--- config.mk ---
export PLATFORM = sky130hd
export DESIGN_NAME = gray_rx_monitor
export DESIGN_NICKNAME = d
export VERILOG_FILES = /design/src/rtl/gray_mon_pkg.sv /design/src/rtl/gray_sync.sv /design/src/rtl/gray_rx_monitor.sv
export SDC_FILE = /design/constraint.sdc
export NUM_CORES = 1
export LEC_CHECK = 0
export CAP_MARGIN = 20
export CORE_ASPECT_RATIO = 0.9
export CORE_UTILIZATION = 30
export CTS_CLUSTER_DIAMETER = 60
export DETAILED_ROUTE_END_ITERATION = 8
export DONT_BUFFER_PORTS = 1
export PLACE_DENSITY = 0.43
export SKIP_CTS_REPAIR_TIMING = 1
export SLEW_MARGIN = 20
export SYNTH_ARGS = -nofsm -noshare
export SYNTH_HDL_FRONTEND = slang
export SYNTH_SLANG_ARGS = --single-unit
--- constraint.sdc ---
create_clock -name clk -period 3.3 [get_ports clk]
set_input_delay 0.495 -clock clk [delete_from_list [all_inputs] [get_ports clk]]
set_output_delay 0.495 -clock clk [all_outputs]
set_load 0.005 [all_outputs]
--- src/rtl/gray_mon_pkg.sv ---
// Shared types and helpers for the Gray-code receive monitor.
// Helpers operate on a MAXW-wide vector; callers zero-extend and truncate.
package gray_mon_pkg;

    localparam int unsigned MAXW = 32;

    typedef enum logic [1:0] {
        INIT  = 2'b00,
        TRACK = 2'b01,
        FAULT = 2'b10
    } state_e;

    typedef enum logic [1:0] {
        NONE = 2'b00,
        BACK = 2'b01,
        JUMP = 2'b10
    } err_code_e;

    function automatic logic [MAXW-1:0] g2b(input logic [MAXW-1:0] x);
        logic [MAXW-1:0] b;
        b[MAXW-1] = x[MAXW-1];
        for (int i = MAXW - 2; i >= 0; i--) begin
            b[i] = b[i+1] ^ x[i];
        end
        return b;
    endfunction

    function automatic int unsigned popcount(input logic [MAXW-1:0] x);
        int unsigned n;
        n = 0;
        for (int i = 0; i < MAXW; i++) begin
            n = n + 32'(x[i]);
        end
        return n;
    endfunction

endpackage

--- src/rtl/gray_sync.sv ---
// Multi-flop synchronizer for a Gray-coded bus from a foreign clock domain.
module gray_sync #(
    parameter int WIDTH       = 3,
    parameter int SYNC_STAGES = 2
) (
    input  logic             clk,
    input  logic             reset,
    input  logic [WIDTH-1:0] gray_i,
    output logic [WIDTH-1:0] sync_o
);

    logic [WIDTH-1:0] stage_q [SYNC_STAGES];

    always_ff @(posedge clk or posedge reset) begin
        if (reset) begin
            for (int i = 0; i < SYNC_STAGES; i++) begin
                stage_q[i] <= '0;
            end
        end else begin
            stage_q[0] <= gray_i;
            for (int i = 1; i < SYNC_STAGES; i++) begin
                stage_q[i] <= stage_q[i-1];
            end
        end
    end

    assign sync_o = stage_q[SYNC_STAGES-1];

endmodule

--- src/rtl/gray_rx_monitor.sv ---
// Receive-side monitor for a Gray-coded counter: converts to binary, flags
// legal +1 steps and wraps, and latches a sticky error on illegal transitions.
module gray_rx_monitor
    import gray_mon_pkg::*;
#(
    parameter int WIDTH       = 3,
    parameter int SYNC_STAGES = 2
) (
    input  logic             clk,
    input  logic             reset,
    input  logic [WIDTH-1:0] gray_in,
    input  logic             enable,
    input  logic             clear_err,
    output logic [WIDTH-1:0] bin_out,
    output logic             step,
    output logic             wrap,
    output logic             err,
    output logic [1:0]       err_code,
    output logic [7:0]       wrap_cnt
);

    localparam int CNTW = $clog2(SYNC_STAGES + 1);

    state_e           state_q, state_d;
    logic [CNTW-1:0]  fill_q, fill_d;
    logic [WIDTH-1:0] prev_q, prev_d;
    logic [WIDTH-1:0] bin_q, bin_d;
    logic             step_q, step_d;
    logic             wrap_q, wrap_d;
    logic             err_q, err_d;
    err_code_e        code_q, code_d;
    logic [7:0]       wrap_cnt_q, wrap_cnt_d;

    logic [WIDTH-1:0] s;
    logic [WIDTH-1:0] bin_s;
    logic [WIDTH-1:0] bin_prev;
    int unsigned      diff_cnt;
    logic             changed;
    logic             is_step;
    logic             fill_done;

    gray_sync #(
        .WIDTH       (WIDTH),
        .SYNC_STAGES (SYNC_STAGES)
    ) u_sync (
        .clk    (clk),
        .reset  (reset),
        .gray_i (gray_in),
        .sync_o (s)
    );

    assign bin_s     = WIDTH'(g2b(MAXW'(s)));
    assign bin_prev  = WIDTH'(g2b(MAXW'(prev_q)));
    assign diff_cnt  = popcount(MAXW'(s ^ prev_q));
    assign changed   = (s != prev_q);
    assign is_step   = (diff_cnt == 32'd1) && (bin_s == bin_prev + WIDTH'(1));
    assign fill_done = (fill_q == CNTW'(SYNC_STAGES));

    always_ff @(posedge clk or posedge reset) begin
        if (reset) begin
            state_q    <= INIT;
            fill_q     <= '0;
            prev_q     <= '0;
            bin_q      <= '0;
            step_q     <= 1'b0;
            wrap_q     <= 1'b0;
            err_q      <= 1'b0;
            code_q     <= NONE;
            wrap_cnt_q <= '0;
        end else begin
            state_q    <= state_d;
            fill_q     <= fill_d;
            prev_q     <= prev_d;
            bin_q      <= bin_d;
            step_q     <= step_d;
            wrap_q     <= wrap_d;
            err_q      <= err_d;
            code_q     <= code_d;
            wrap_cnt_q <= wrap_cnt_d;
        end
    end

    always_comb begin
        state_d = state_q;
        fill_d  = fill_q;
        case (state_q)
            INIT: begin
                if (fill_done) state_d = TRACK;
                else           fill_d  = fill_q + CNTW'(1);
            end
            TRACK: begin
                if (enable && changed && !is_step) state_d = FAULT;
            end
            FAULT: begin
                if (clear_err) state_d = TRACK;
            end
            default: state_d = INIT;
        endcase
    end

    // prev/bin_out follow the synchronized sample in every post-INIT case,
    // including errors and disabled monitoring.
    always_comb begin
        prev_d     = prev_q;
        bin_d      = bin_q;
        step_d     = 1'b0;
        wrap_d     = 1'b0;
        err_d      = err_q;
        code_d     = code_q;
        wrap_cnt_d = wrap_cnt_q;
        case (state_q)
            INIT: begin
                if (fill_done) begin
                    prev_d = s;
                    bin_d  = bin_s;
                end
            end
            TRACK: begin
                prev_d = s;
                bin_d  = bin_s;
                if (enable && changed) begin
                    if (is_step) begin
                        step_d = 1'b1;
                        if (bin_prev == '1) begin
                            wrap_d = 1'b1;
                            if (wrap_cnt_q != 8'hFF) wrap_cnt_d = wrap_cnt_q + 8'd1;
                        end
                    end else begin
                        err_d  = 1'b1;
                        code_d = (diff_cnt == 32'd1) ? BACK : JUMP;
                    end
                end
            end
            FAULT: begin
                prev_d = s;
                bin_d  = bin_s;
                if (clear_err) begin
                    err_d  = 1'b0;
                    code_d = NONE;
                end
            end
            default: ;
        endcase
    end

    assign bin_out  = bin_q;
    assign step     = step_q;
    assign wrap     = wrap_q;
    assign err      = err_q;
    assign err_code = code_q;
    assign wrap_cnt = wrap_cnt_q;

endmodule

Yosys cells after proc, flatten, opt, wreduce, memory -nomap -nowiden:

Index checks and enable logic that the tools add are counted.

* word-level logic and storage cells: 101
* memory bits (read-only): 0
* RAM bits: 0
* memories kept: 0
* bits in registers: 29
* latch bits: 0
* output and inout bits: 16

* $add $sub $neg: 34
* multiplexer cells: 24
* $lt $le $gt $ge: 0
* reduce and logical (&&, ||, !) cells: 13
* eq/ne operators: 13
* div/mod/pow operators: 0
* bitwise logic cells: 6
* multiply operators: 0
* shifts and indexed selects: 0

Operators with widths (number)
* adder 31 x 1 -> 32 bit, second input constant: 1
* == test 32 x 1 -> 1 bit, second input constant: 1
* adder 30 x 1 -> 31 bit, second input constant: 1
* adder 29 x 1 -> 30 bit, second input constant: 1
* adder 28 x 1 -> 29 bit, second input constant: 1
* adder 27 x 1 -> 28 bit, second input constant: 1
* adder 26 x 1 -> 27 bit, second input constant: 1
* adder 25 x 1 -> 26 bit, second input constant: 1
* adder 24 x 1 -> 25 bit, second input constant: 1
* adder 23 x 1 -> 24 bit, second input constant: 1
* adder 22 x 1 -> 23 bit, second input constant: 1
* adder 21 x 1 -> 22 bit, second input constant: 1
* adder 20 x 1 -> 21 bit, second input constant: 1
* adder 19 x 1 -> 20 bit, second input constant: 1
* adder 18 x 1 -> 19 bit, second input constant: 1
* adder 17 x 1 -> 18 bit, second input constant: 1
* adder 16 x 1 -> 17 bit, second input constant: 1
* adder 15 x 1 -> 16 bit, second input constant: 1
* adder 14 x 1 -> 15 bit, second input constant: 1
* adder 13 x 1 -> 14 bit, second input constant: 1
* two-way mux 2 bit: 7
* adder 12 x 1 -> 13 bit, second input constant: 1
* adder 11 x 1 -> 12 bit, second input constant: 1
* case mux 3 bit (2 select lines): 2
* 37 further kinds: 59

Logic depth before layout (Yosys ltp):

Gate-level depths: netlist (run 1).

* depth in word-level cells: 38
* mapped depth: 9

Cells and area by module:

Synthesis (run 1) repeated with hierarchy kept, for this count alone.

* cells, all modules: 128
* area total of the unflattened synthesis: 1468.9 um^2

By module, submodules not included
* gray_rx_monitor: cells an instance 118, area each 1292.5 um^2, times used 1
* gray_sync: cells an instance 10, area each 176.4 um^2, times used 1

Worst setup path after synthesis (run 1):

OpenSTA, ideal clock, no wires.

* path kind: reg2reg
* start point: register u_sync.stage_q (netlist bit u_sync.sync_o[2])
* end point: register wrap_cnt_q[4] (netlist: wrap_cnt[4])
* cell stages (with the launch flop): 10
* arrival: 2443 ps
* path slack: 732 ps
* path buffers: 1
* path through: dfrtp_1 > buf_2 > xnor2_1 > inv_1 > fa_1 > nand2b_1 > a2111oi_4 > nand3_1 > nor2_1 > mux2_2

* word-level cells in the longest chain between the ends: 34
* elaborated cells between the ends (all ways): 39

Ends and longest elaborated chain
* from (decl): RTL line gray_sync.sv:12 `logic [WIDTH-1:0] stage_q [SYNC_STAGES];`
* from (signal, indexed assignment): RTL line gray_sync.sv:22 `stage_q[i] <= stage_q[i-1];`
* bitwise XOR 3 bit: RTL line gray_rx_monitor.sv:54 `assign diff_cnt = popcount(MAXW'(s ^ prev_q));`
* adder 2 x 1 -> 3 bit: RTL line gray_mon_pkg.sv:32 `n = n + 32'(x[i]);`
* adder 3 x 1 -> 4 bit: RTL line gray_mon_pkg.sv:32
* adder 4 x 1 -> 5 bit: RTL line gray_mon_pkg.sv:32
* adder 5 x 1 -> 6 bit: RTL line gray_mon_pkg.sv:32
* adder 6 x 1 -> 7 bit: RTL line gray_mon_pkg.sv:32
* adder 7 x 1 -> 8 bit: RTL line gray_mon_pkg.sv:32
* adder 8 x 1 -> 9 bit: RTL line gray_mon_pkg.sv:32
* [18 not listed]
* adder 27 x 1 -> 28 bit: RTL line gray_mon_pkg.sv:32
* adder 28 x 1 -> 29 bit: RTL line gray_mon_pkg.sv:32
* adder 29 x 1 -> 30 bit: RTL line gray_mon_pkg.sv:32
* adder 30 x 1 -> 31 bit: RTL line gray_mon_pkg.sv:32
* adder 31 x 1 -> 32 bit: RTL line gray_mon_pkg.sv:32
* == test 32 x 1 -> 1 bit: RTL line gray_rx_monitor.sv:56 `assign is_step = (diff_cnt == 32'd1) && (bin_s == bin_prev + WIDTH'(1));`
* logical AND 1 bit: RTL line gray_rx_monitor.sv:56
* AND reduction 5 bit (no source line) (*)
* to (signal assigned): RTL line gray_rx_monitor.sv:79 `wrap_cnt_q <= wrap_cnt_d;`
* to (decl): RTL line gray_rx_monitor.sv:32 `logic [7:0] wrap_cnt_q, wrap_cnt_d;`

Every way passes the cells marked *; elsewhere a longest branch is shown, timed or not.
A chain may end at the register's enable or synchronous reset.

Worst setup path after layout (run 1):

* start point: register prev_q[2]
* end point: register wrap_cnt_q[4] (netlist: wrap_cnt[4])

* word-level cells in the longest chain between the ends: 34
* elaborated cells between the ends (all ways): 41

Ends and longest elaborated chain
* from (decl): RTL line gray_rx_monitor.sv:26 `logic [WIDTH-1:0] prev_q, prev_d;`
* from (signal assigned): RTL line gray_rx_monitor.sv:73 `prev_q <= prev_d;`
* bitwise XOR 3 bit: RTL line gray_rx_monitor.sv:54
* adder 2 x 1 -> 3 bit: RTL line gray_mon_pkg.sv:32
* adder 3 x 1 -> 4 bit: RTL line gray_mon_pkg.sv:32
* adder 4 x 1 -> 5 bit: RTL line gray_mon_pkg.sv:32
* adder 5 x 1 -> 6 bit: RTL line gray_mon_pkg.sv:32
* adder 6 x 1 -> 7 bit: RTL line gray_mon_pkg.sv:32
* adder 7 x 1 -> 8 bit: RTL line gray_mon_pkg.sv:32
* adder 8 x 1 -> 9 bit: RTL line gray_mon_pkg.sv:32
* [18 not listed]
* adder 27 x 1 -> 28 bit: RTL line gray_mon_pkg.sv:32
* adder 28 x 1 -> 29 bit: RTL line gray_mon_pkg.sv:32
* adder 29 x 1 -> 30 bit: RTL line gray_mon_pkg.sv:32
* adder 30 x 1 -> 31 bit: RTL line gray_mon_pkg.sv:32
* adder 31 x 1 -> 32 bit: RTL line gray_mon_pkg.sv:32
* == test 32 x 1 -> 1 bit: RTL line gray_rx_monitor.sv:56
* logical AND 1 bit: RTL line gray_rx_monitor.sv:56
* AND reduction 5 bit (no source line) (*)

Marks and branches as above.

==> results of run 1 <==
power groups by stage:
stage,Clock (W),Combinational [W],Sequential (W)
finish,0.000179,0.000545,0.000531
global route,0.000205,0.000623,0.000550
CTS,0.000195,0.000555,0.000535
detailed placement,0,0.000550,0.000542
global placement,0,0.000542,0.000537
floorplan,0,0.000483,0.000508
state kept, by name, indices dropped and copies added, names as in the netlist:
name / count
bin_out: 2
err: 1
err_code: 2
fill_q: 2
prev_q: 3
state_q: 2
step: 1
u_sync.stage_q: 3
u_sync.sync_o: 3
wrap: 1
wrap_cnt: 8
stage by stage:
step | instances | power [W]
floorplan | 117 | 0.000990
global placement | 177 | 0.00108
detailed placement | 177 | 0.00109
CTS | 180 | 0.00129
global route | 181 | 0.00138
finish | 181 | 0.00126
cell usage in the layout (no fill, tap or decap), types with 2 or more instances in the layout:
cell type,netlist,final
sky130_fd_sc_hd__clkbuf_8,0,3
sky130_fd_sc_hd__xnor2_2,2,2
sky130_fd_sc_hd__dfrtp_1,28,28
sky130_fd_sc_hd__ha_1,4,4
sky130_fd_sc_hd__mux2_2,6,6
sky130_fd_sc_hd__nand4b_1,3,3
sky130_fd_sc_hd__nand3_1,7,7
sky130_fd_sc_hd__xor2_1,5,5
sky130_fd_sc_hd__inv_1,9,8
sky130_fd_sc_hd__nor2_1,8,8
sky130_fd_sc_hd__nor3_1,2,2
sky130_fd_sc_hd__a21o_1,3,3
sky130_fd_sc_hd__nand2_1,6,6
sky130_fd_sc_hd__o21ai_0,2,2
sky130_fd_sc_hd__nand2b_1,2,2
sky130_fd_sc_hd__xnor2_1,7,7
cell usage after synthesis (2+ instances only):
cell type / number
sky130_fd_sc_hd__a21o_1: 3
sky130_fd_sc_hd__xnor2_1: 7
sky130_fd_sc_hd__dfrtp_1: 28
sky130_fd_sc_hd__nand4b_1: 3
sky130_fd_sc_hd__mux2_2: 6
sky130_fd_sc_hd__nand2b_1: 2
sky130_fd_sc_hd__nand3_1: 7
sky130_fd_sc_hd__xnor2_2: 2
sky130_fd_sc_hd__ha_1: 4
sky130_fd_sc_hd__nand2_1: 6
sky130_fd_sc_hd__nor3_1: 2
sky130_fd_sc_hd__o21ai_0: 2
sky130_fd_sc_hd__nor2_1: 8
sky130_fd_sc_hd__inv_1: 9
sky130_fd_sc_hd__xor2_1: 5
cells by family (layout without fill, tap and decap cells):
| kind of cell | Yosys count | count (layout) | share of synthesized area (%) |
|---|---|---|---|
| flops | 28 | 28 | 49.7 |
| mux | 7 | 7 | 5.51 |
| buf+inv | 11 | 13 | 3.29 |
| fa+ha+maj | 5 | 5 | 4.97 |
| xor+xnor | 14 | 14 | 9.77 |
| simple gates | 39 | 39 | 18.4 |
| compound gates | 13 | 13 | 8.35 |
final cells by class:
type,instances,share of cell area [%]
Timing Repair Buffer,1,0.981
Clock buffer,3,2.70
Multi-Input combinational cell,78,43.3
Inverter,9,2.21
Sequential cell,28,45.8
Tap cell,62,5.07
routing by layer:
metal  track usage, %  vias up  part of all wire [%]
met3             3.48        2                   4.5
met5                0        -                     0
met4             2.12        0                  0.41
met1             14.5      407                    49
li1                 -      414                     -
met2             17.8       18                    46
worst register-to-register path: stages, from the launching register on:
cell and delay, ps:
sky130_fd_sc_hd__dfrtp_1 480, sky130_fd_sc_hd__xnor2_1 490, sky130_fd_sc_hd__inv_1 110, sky130_fd_sc_hd__fa_1 510
sky130_fd_sc_hd__nand2b_1 110, sky130_fd_sc_hd__a2111oi_4 370, sky130_fd_sc_hd__nand3_1 160, sky130_fd_sc_hd__nor2_1 160
sky130_fd_sc_hd__mux2_2 350
final timing paths:
kind | startpoint | end | cells past startpoint
max | prev_q[2] | wrap_cnt[4] | 8
min | reset | wrap_cnt[0] | 1
max reg2reg | prev_q[2] | wrap_cnt[4] | 8
min reg2reg | u_sync.stage_q[5] | u_sync.sync_o[2] | 0
max in group asynchronous | reset | fill_q[1] | 2
min in group clk | gray_in[0] | u_sync.stage_q[3] | 0
==> PnR_summary.wiki, run 1 <==
{| class="wikitable"
! Metric !! Value
|-
| Result of the run || complete, no violations
|-
| Final nets || roughly 130
|-
| Final count of hold timing violations || 0
|-
| Path type of the worst min-delay path || in -> async
|-
| Setup repair after global routing missed its margin || no
|-
| List of cells traversed by the critical path || xnor2_1 -> inv_1 -> fa_1 -> nand2b_1 -> a2111oi_4 -> nand3_1 -> nor2_1 -> mux2_2
|-
| CP max-delay cell || sky130_fd_sc_hd__fa_1
|-
| Area growth, synth to finish || 8.61%
|-
| IR drop worst, VDD || 0.000302 V
|-
| Power per cell area || around 820 nW/um^2
|-
| Utilization after layout || between 30% and 40%
|-
| Global routing usage summed across all routing layers || between 10% and 20%
|-
| Remaining number of nets flagged by the antenna check after routing || 0
|-
| Internal Dissipation || 0.000762 W
|-
| Count of yosys warnings during synthesis || 0
|-
| Chip Width || between 70 and 80 um
|-
| Gate Count Post-Synth || 117
|-
| Total core area || between 4000 and 5000 sq um
|-
| TritonCTS Sinks || 28
|-
| Distinct cells, synth || 38
|-
| Leading post-synthesis cells by cell area || sky130_fd_sc_hd__dfrtp_1 (50%), sky130_fd_sc_hd__mux2_2 (4.8%), sky130_fd_sc_hd__xnor2_1 (4.4%)
|-
| Setup clock skew after layout || 12.5 ps
|-
| Layout cell share with drive strength beyond 1 || 16.0%
|-
| Final setup viols || 0
|-
| Maximum capacitance violations || 0
|-
| Predominant post-synthesis flop cell || sky130_fd_sc_hd__dfrtp_1
|-
| Category of the worst setup path launch point || flip-flop
|-
| Share of power burned in combinational logic || 43.4%
|-
| Clock tree from TritonCTS || built
|-
| Switching share of total power || between 30% and 40%
|-
| Minimum setup slack after placement || around 540 ps
|-
| Post-synthesis instance area || 1410 sq um
|-
| Fraction of the cycle the final worst path needs || ~85%
|-
| Area occupied by registers || about 700 sq um
|-
| Switching pwr || slightly below 0.0005 W
|-
| Initial DRC Count || slightly above 60
|-
| Drc violations || 0
|-
| Cell Rows || 23
|-
| Worst max-slew margin expressed relative to the limit || about 65%
|-
| Overflow after GRT || 0
|-
| Reg clk slew, reported paths || about 90 ps
|-
| Number of synthesized flops with an enable pin || 0
|-
| Via count of the first global-routing pass || between 800 and 900
|-
| Sum of net half-perimeters after detailed placement || 1810 um
|-
| Buf/Inv on CP || 1
|-
| Number of buffers added on ports || 0
|-
| Critical path fanouts, max || 7
|-
| Number of buffers created by CTS || 3
|-
| Shortest period the worst path allows || about 2800 ps
|-
| Slack of the critical path || between 400 and 500 ps
|-
| Final hold slack || a little over 70 ps
|-
| R2R setup slack || just under 500 ps
|-
| Buffer depth of the longest clock path || 2
|-
| Synthesized netlist net count || about 130
|-
| Average vias per placed instance || roughly 4.6
|-
| Global-route wire length before repair || around 4100 um
|-
| # fillers || about 470
|-
| Post-detailed-route wirelength per cell || 13.4 um
|-
| Seq/Total Area, Yosys || between 40% and 50%
|-
| Kind of capture point of the worst setup path || flip-flop
|-
| I/O pin cnt || 23
|-
| Worst path arrival time || 2980 ps
|-
| Fraction of synthesis flops using an asynchronous set or reset pin || 100%
|-
| Deepest level of the CTS H-tree || 1
|-
| Via count || between 800 and 900
|-
| Post-Place Cell Area || approximately 1500 sq um
|-
| Detailed Route WL || approximately 2400 um
|-
| Flop and latch count out of synthesis || 28
|-
| Overall die height || 67.0 um
|-
| Cell at the root of the clock tree || sky130_fd_sc_hd__clkbuf_8
|-
| Antenna fix cells || 0
|-
| Initial antenna violation count || 0
|-
| Area taken by multi-input logic gates || 662 sq um
|-
| Crit-path max cell delay || approximately 510 ps
|-
| Largest net degree at the start of global routing || 29
|-
| CP Data Required Time || roughly 3500 ps
|-
| Initial DRT Pass Iterations || 4
|-
| Leakage power of the design || 0.656 nW
|-
| Synth area leader || sky130_fd_sc_hd__dfrtp_1
|-
| Sequential fraction of design power || 42.3%
|-
| Gate family responsible for the most delay along the worst path || adder cells
|-
| Max Slew Vio Count || 0
|-
| Total negative setup slack || 0 ps
|-
| DIE AREA || about 5000 sq um
|-
| Clk_lat worst skew || about 270 ps
|-
| Finished layout cell area || around 1500 sq um
|-
| Per-instance average area after synthesis || roughly 12 sq um
|-
| Maximum achievable frequency || approximately 360 MHz
|-
| Final weighted congestion in routability-driven placement || 0.843
|-
| Yosys top cell area share || approximately half
|-
| Starting utilization of the core area || 31.4%
|-
| Part of the power in the clock network || between 10 and 15%
|-
| Path type of the worst setup path || reg -> reg
|-
| Worst Max-Slew Pin Slew || about 530 ps
|}
Note: power is estimated with default switching activity, not from simulation.
==> run 2: changes to the inputs <==
==> constraint.sdc (replaced) <==
create_clock -name clk -period 3.3 [get_ports clk]
set_input_delay 0.495 -clock clk [delete_from_list [all_inputs] [get_ports clk]]
set_output_delay 0.495 -clock clk [all_outputs]
set_load 0.1 [all_outputs]
==> run 2 against run 1 <==
Effect of this change:
- routed wire length is 0.87% higher
- critical path type unchanged
- final cell count is 5.5% higher
- sequential power is 39% higher
- clock skew is 11 ps lower
- fmax is 10% higher
- total power is 29% higher
- largest cell class unchanged
- sequential cell count stayed put
- final area is 4.8% higher
- via count is 3.6% higher
- global-route usage is 0.38 points higher
==> PnR_summary.wiki, run 2 (synthesized netlist as in run 1, its figures left out) <==
{| class="wikitable"
! Metric !! Value
|-
| Result of the run || complete, no violations
|-
| Number of buffers added on ports || 0
|-
| Slack of the critical path || about 740 ps
|-
| Power per cell area || around 1000 nW/um^2
|-
| Final setup viols || 0
|-
| Overall die height || around 67 um
|-
| Max reg flops || 8
|-
| Initial antenna violation count || 0
|-
| Path type of the worst setup path || reg -> reg
|-
| Gate family responsible for the most delay along the worst path || adder cells
|-
| Fraction of the cycle the final worst path needs || 77.5%
|-
| Cell at the root of the clock tree || sky130_fd_sc_hd__clkbuf_8
|-
| Via count || 871
|-
| Reg clk slew, reported paths || around 90 ps
|-
| TritonCTS Sinks || 28
|-
| Kind of capture point of the worst setup path || flip-flop
|-
| Final weighted congestion in routability-driven placement || between 0.7 and 0.8
|-
| Cell Rows || 23
|-
| Buffer depth of the longest clock path || 2
|-
| Critical path fanouts, max || 4
|-
| Initial DRT Pass Iterations || 4
|-
| Global-route wire length before repair || between 4000 and 5000 um
|-
| Drc violations || 0
|-
| Setup clock skew after layout || ~1.4 ps
|-
| Worst max-slew margin expressed relative to the limit || 39.6%
|-
| Largest net degree at the start of global routing || 29
|-
| Crit-path max cell delay || 550 ps
|-
| Path type of the worst min-delay path || in -> async
|-
| Final cell count without fillers || 191
|-
| CP max-delay cell || sky130_fd_sc_hd__fa_1
|-
| Shortest period the worst path allows || 2560 ps
|-
| Maximum capacitance violations || 0
|-
| Most common cell after layout, fill and taps aside || sky130_fd_sc_hd__dfrtp_1
|-
| Global routing usage summed across all routing layers || between 10% and 20%
|-
| Layout cell share with drive strength beyond 1 || a little under a quarter
|-
| I/O pin cnt || 23
|-
| Max Slew Vio Count || 0
|-
| Clk_lat worst skew || 270 ps
|-
| Total core area || 4490 sq um
|-
| Number of buffers created by CTS || 3
|-
| Initial DRC Count || 63
|-
| Buf/Inv on CP || 1
|-
| Final count of hold timing violations || 0
|-
| Sum of net half-perimeters after detailed placement || ~1900 um
|-
| Total negative setup slack || 0 ps
|-
| Average vias per placed instance || ~4.6
|-
| Detailed Route WL || 2440 um
|-
| IR drop worst, VDD || ~0.00045 V
|-
| Maximum achievable frequency || 391 MHz
|-
| Minimum setup slack after placement || 734 ps
|-
| Chip Width || roughly 74 um
|-
| Number of placed instances, taps included || 187
|-
| Commonest cells after routing, fill and taps aside || sky130_fd_sc_hd__dfrtp_1 (28), sky130_fd_sc_hd__buf_4 (10), sky130_fd_sc_hd__inv_1 (8), sky130_fd_sc_hd__nor2_1 (8)
|-
| Worst path arrival time || ~2700 ps
|-
| Worst Max-Slew Pin Slew || just over 900 ps
|-
| DIE AREA || ~5000 sq um
|-
| Area growth, synth to finish || 13.9%
|-
| Deepest level of the CTS H-tree || 1
|-
| Final nets || between 100 and 150
|-
| Antenna fix cells || 0
|-
| Leakage power of the design || approximately 0.71 nW
|-
| List of cells traversed by the critical path || xnor2_1 -> inv_1 -> fa_1 -> nand2b_1 -> a2111oi_4 -> nand3_1 -> nor2_1 -> mux2_2
|-
| Post-detailed-route wirelength per cell || 12.8 um
|-
| Clock tree from TritonCTS || built
|-
| Overflow after GRT || 0
|-
| Setup repair after global routing missed its margin || no
|-
| Starting utilization of the core area || 31.4%
|-
| Via count of the first global-routing pass || between 900 and 1000
|-
| CP Data Required Time || 3470 ps
|-
| Category of the worst setup path launch point || flip-flop
|-
| Remaining number of nets flagged by the antenna check after routing || 0
|}
run 2: report_power, final:
group          switching (W)  internal (W)
sequential          0.000312      0.000424
combinational       0.000402      0.000271
clock               0.000107      0.000107
run 2: layout make-up:
| class | count | area [sq um] |
|---|---|---|
| Timing Repair Buffer | 10 | 75.1 |
| Inverter | 9 | 33.8 |
| Fill cell | 469 | 2890 |
| Clock buffer | 4 | 55.1 |
| Multi-Input combinational cell | 78 | 662 |
| Tap cell | 62 | 77.6 |
| Sequential cell | 28 | 701 |
run 2: worst reg2reg max path, stage by stage, from the launching register on:
cell and delay [ps]:
sky130_fd_sc_hd__dfrtp_1 440, sky130_fd_sc_hd__xnor2_1 260, sky130_fd_sc_hd__inv_1 100, sky130_fd_sc_hd__fa_1 550, sky130_fd_sc_hd__nand2b_1 110, sky130_fd_sc_hd__a2111oi_4 370, sky130_fd_sc_hd__nand3_1 150, sky130_fd_sc_hd__nor2_1 140
sky130_fd_sc_hd__mux2_2 340
run 2: routing by layer:
layer | share of wire [%] | global-route usage, % | vias to the layer above
li1 | - | - | 434
met1 | 47 | 13.9 | 416
met2 | 47 | 18.9 | 17
met3 | 4.6 | 2.87 | 4
met4 | 1.3 | 5.19 | 0
met5 | 0 | 0 | -
run 2: path summary, 6_finish.rpt:
kind | from | endpoint | slack [ps] | cells past startpoint
max in group asynchronous | reset | fill_q[0] | 2750 | 1
min | reset | wrap_cnt[1] | 160 | 1
min reg2reg | u_sync.stage_q[5] | u_sync.sync_o[2] | 360 | 0
min in group clk | gray_in[1] | u_sync.stage_q[4] | 240 | 0
max reg2reg | u_sync.sync_o[0] | wrap_cnt[4] | 740 | 8
max | u_sync.sync_o[0] | wrap_cnt[4] | 740 | 8
run 2: per-stage QoR:
step	area (sq um)	hold slack, ps	util (%)	total power, W
after floorplan	1410	331	-	0.00130
after global placement	1550	338	34.5	0.00141
after detailed placement	1550	336	34.5	0.00143
after CTS	1600	224	35.7	0.00165
after global routing	1600	199	35.7	0.00175
final	1600	158	35.7	0.00162
==> run 3: changes to the inputs <==
==> constraint.sdc (replaced) <==
create_clock -name clk -period 2.65 [get_ports clk]
set_input_delay 0.3975 -clock clk [delete_from_list [all_inputs] [get_ports clk]]
set_output_delay 0.3975 -clock clk [all_outputs]
set_load 0.1 [all_outputs]
==> run 3 against run 2 <==
Effect of this change:
- final area up 2.0%
- combinational power rose by 27%
- non-clock buffer count grew 4
- routed wire length fell by 1.8%
- sequential share of layout area shrank 0.84 points
- clock power up 6%
- critical endpoint is now wrap_cnt[5]
- global-route usage fell by 0.64 points
- first-iteration DRC count down 51%
- sequential cell count unchanged
==> PnR_summary.wiki, run 3 (synthesized netlist as in run 1, its figures left out) <==
{| class="wikitable"
! Metric !! Value
|-
| Result of the run || complete, no violations
|-
| Shortest period the worst path allows || approximately 2400 ps
|-
| Cell Rows || 23
|-
| Overflow after GRT || 0
|-
| Number of buffers created by CTS || 3
|-
| Starting utilization of the core area || a little under a third
|-
| I/O pin cnt || 23
|-
| Layout cell share with drive strength beyond 1 || between 20% and 30%
|-
| Kind of capture point of the worst setup path || flip-flop
|-
| Path type of the worst min-delay path || in -> async
|-
| DIE AREA || 4970 sq um
|-
| Worst path arrival time || 2640 ps
|-
| Post-detailed-route wirelength per cell || around 12 um
|-
| Worst max-slew margin expressed relative to the limit || about two fifths
|-
| Commonest cells after routing, fill and taps aside || sky130_fd_sc_hd__dfrtp_1 (28), sky130_fd_sc_hd__buf_4 (14), sky130_fd_sc_hd__inv_1 (9)
|-
| Path type of the worst setup path || reg -> reg
|-
| Global routing usage summed across all routing layers || between 10% and 20%
|-
| Fraction of the cycle the final worst path needs || ~92%
|-
| Average vias per placed instance || about 4.5
|-
| Total negative setup slack || 0 ps
|-
| Remaining number of nets flagged by the antenna check after routing || 0
|-
| Maximum capacitance violations || 0
|-
| Chip Width || roughly 74 um
|-
| Critical path fanouts, max || 6
|-
| Most common cell after layout, fill and taps aside || sky130_fd_sc_hd__dfrtp_1
|-
| Number of buffers added on ports || 0
|-
| CP max-delay cell || sky130_fd_sc_hd__fa_1
|-
| Power, Total || approximately 0.002 W
|-
| Logic depth of the worst register-to-register path || 9
|-
| Sum of net half-perimeters after detailed placement || approximately 1900 um
|-
| Total core area || ~4500 sq um
|-
| CP Data Required Time || between 2000 and 3000 ps
|-
| Worst Max-Slew Pin Slew || ~900 ps
|-
| Reg clk slew, reported paths || around 90 ps
|-
| Via count of the first global-routing pass || approximately 890
|-
| Maximum achievable frequency || between 400 and 500 MHz
|-
| List of cells traversed by the critical path || xnor2_2 -> inv_1 -> fa_1 -> nand2b_1 -> a2111oi_4 -> buf_4 -> nand4_4 -> nor3_2 -> xor2_1
|-
| Final count of hold timing violations || 0
|-
| IR drop worst, VDD || around 0.00062 V
|-
| Largest net degree at the start of global routing || 29
|-
| Initial DRC Count || 31
|-
| Global-route wire length before repair || about 4000 um
|-
| Slack of the critical path || ~200 ps
|-
| Leakage power of the design || between 0.7 and 0.8 nW
|-
| Drc violations || 0
|-
| Power per cell area || 1230 nW/um^2
|-
| Antenna fix cells || 0
|-
| Via count || a little under 900
|-
| Clk_lat worst skew || approximately 270 ps
|-
| Max Slew Vio Count || 0
|-
| Final nets || approximately 150
|-
| Deepest level of the CTS H-tree || 1
|-
| TritonCTS Sinks || 28
|-
| Category of the worst setup path launch point || flip-flop
|-
| Cell at the root of the clock tree || sky130_fd_sc_hd__clkbuf_8
|-
| WP depth || 9
|-
| Number of placed instances, taps included || between 150 and 200
|-
| Max reg flops || 8
|-
| Buffer depth of the longest clock path || 2
|-
| Crit-path max cell delay || 540 ps
|-
| Area growth, synth to finish || 16.1%
|-
| Initial antenna violation count || 0
|-
| # fillers || between 400 and 500
|-
| Initial DRT Pass Iterations || 4
|-
| Detailed Route WL || ~2400 um
|-
| Final hold slack || around 71 ps
|-
| Buf/Inv on CP || 2
|-
| Clock tree from TritonCTS || built
|-
| Overall die height || about 67 um
|-
| Setup clock skew after layout || approximately 2.9 ps
|-
| Final setup viols || 0
|-
| Final weighted congestion in routability-driven placement || around 0.75
|-
| Gate family responsible for the most delay along the worst path || adder cells
|-
| Minimum setup slack after placement || 169 ps
|-
| Final cell count without fillers || between 150 and 200
|-
| Setup repair after global routing missed its margin || no
|}
-- run 3: cell count changes in the layout (fill, tap and decap cells not counted) --
cell                       previous run  this run
sky130_fd_sc_hd__inv_1                8         9
sky130_fd_sc_hd__clkbuf_8             4         3
sky130_fd_sc_hd__inv_2                1         0
sky130_fd_sc_hd__xnor2_1              7         5
sky130_fd_sc_hd__buf_4               10        14
sky130_fd_sc_hd__xnor2_2              2         4
-- run 3: final timing paths --
path | from | to | slack, ps
max | u_sync.sync_o[0] | wrap_cnt[5] | 200
min | reset | wrap_cnt[1] | 70
max reg2reg | u_sync.sync_o[0] | wrap_cnt[5] | 200
min reg2reg | u_sync.stage_q[4] | u_sync.sync_o[1] | 360
max in group asynchronous | reset | state_q[0] | 2320
min in group clk | gray_in[2] | u_sync.stage_q[5] | 150
-- run 3: per-layer routing --
| metal | vias up | global-route usage (%) | share of wire (%) |
|---|---|---|---|
| met3 | 2 | 4.24 | 4.8 |
| met2 | 14 | 17.6 | 48 |
| met4 | 0 | 2.83 | 0.71 |
| met1 | 430 | 13.2 | 47 |
| met5 | - | 0 | 0 |
| li1 | 435 | - | - |
-- run 3: layout make-up --
class / count / area, sq um / area share, %
Tap cell: 62 / 77.6 / 4.74
Clock buffer: 3 / 41.3 / 2.52
Inverter: 9 / 33.8 / 2.07
Sequential cell: 28 / 701 / 42.8
Multi-Input combinational cell: 78 / 677 / 41.4
Timing Repair Buffer: 14 / 105 / 6.43
-- run 3: power breakdown --
group	switching (W)	internal (W)
sequential	0.000394	0.000528
combinational	0.000497	0.000359
clock	0.000125	0.000102
total	0.00102	0.000989
-- run 3: metrics by stage --
| step | instance area [sq um] | util [%] |
|---|---|---|
| floorplan | 1410 | - |
| global placement | 1580 | 35.2 |
| detailed placement | 1580 | 35.2 |
| CTS | 1620 | 36.1 |
| global route | 1640 | 36.4 |
| finish | 1640 | 36.4 |
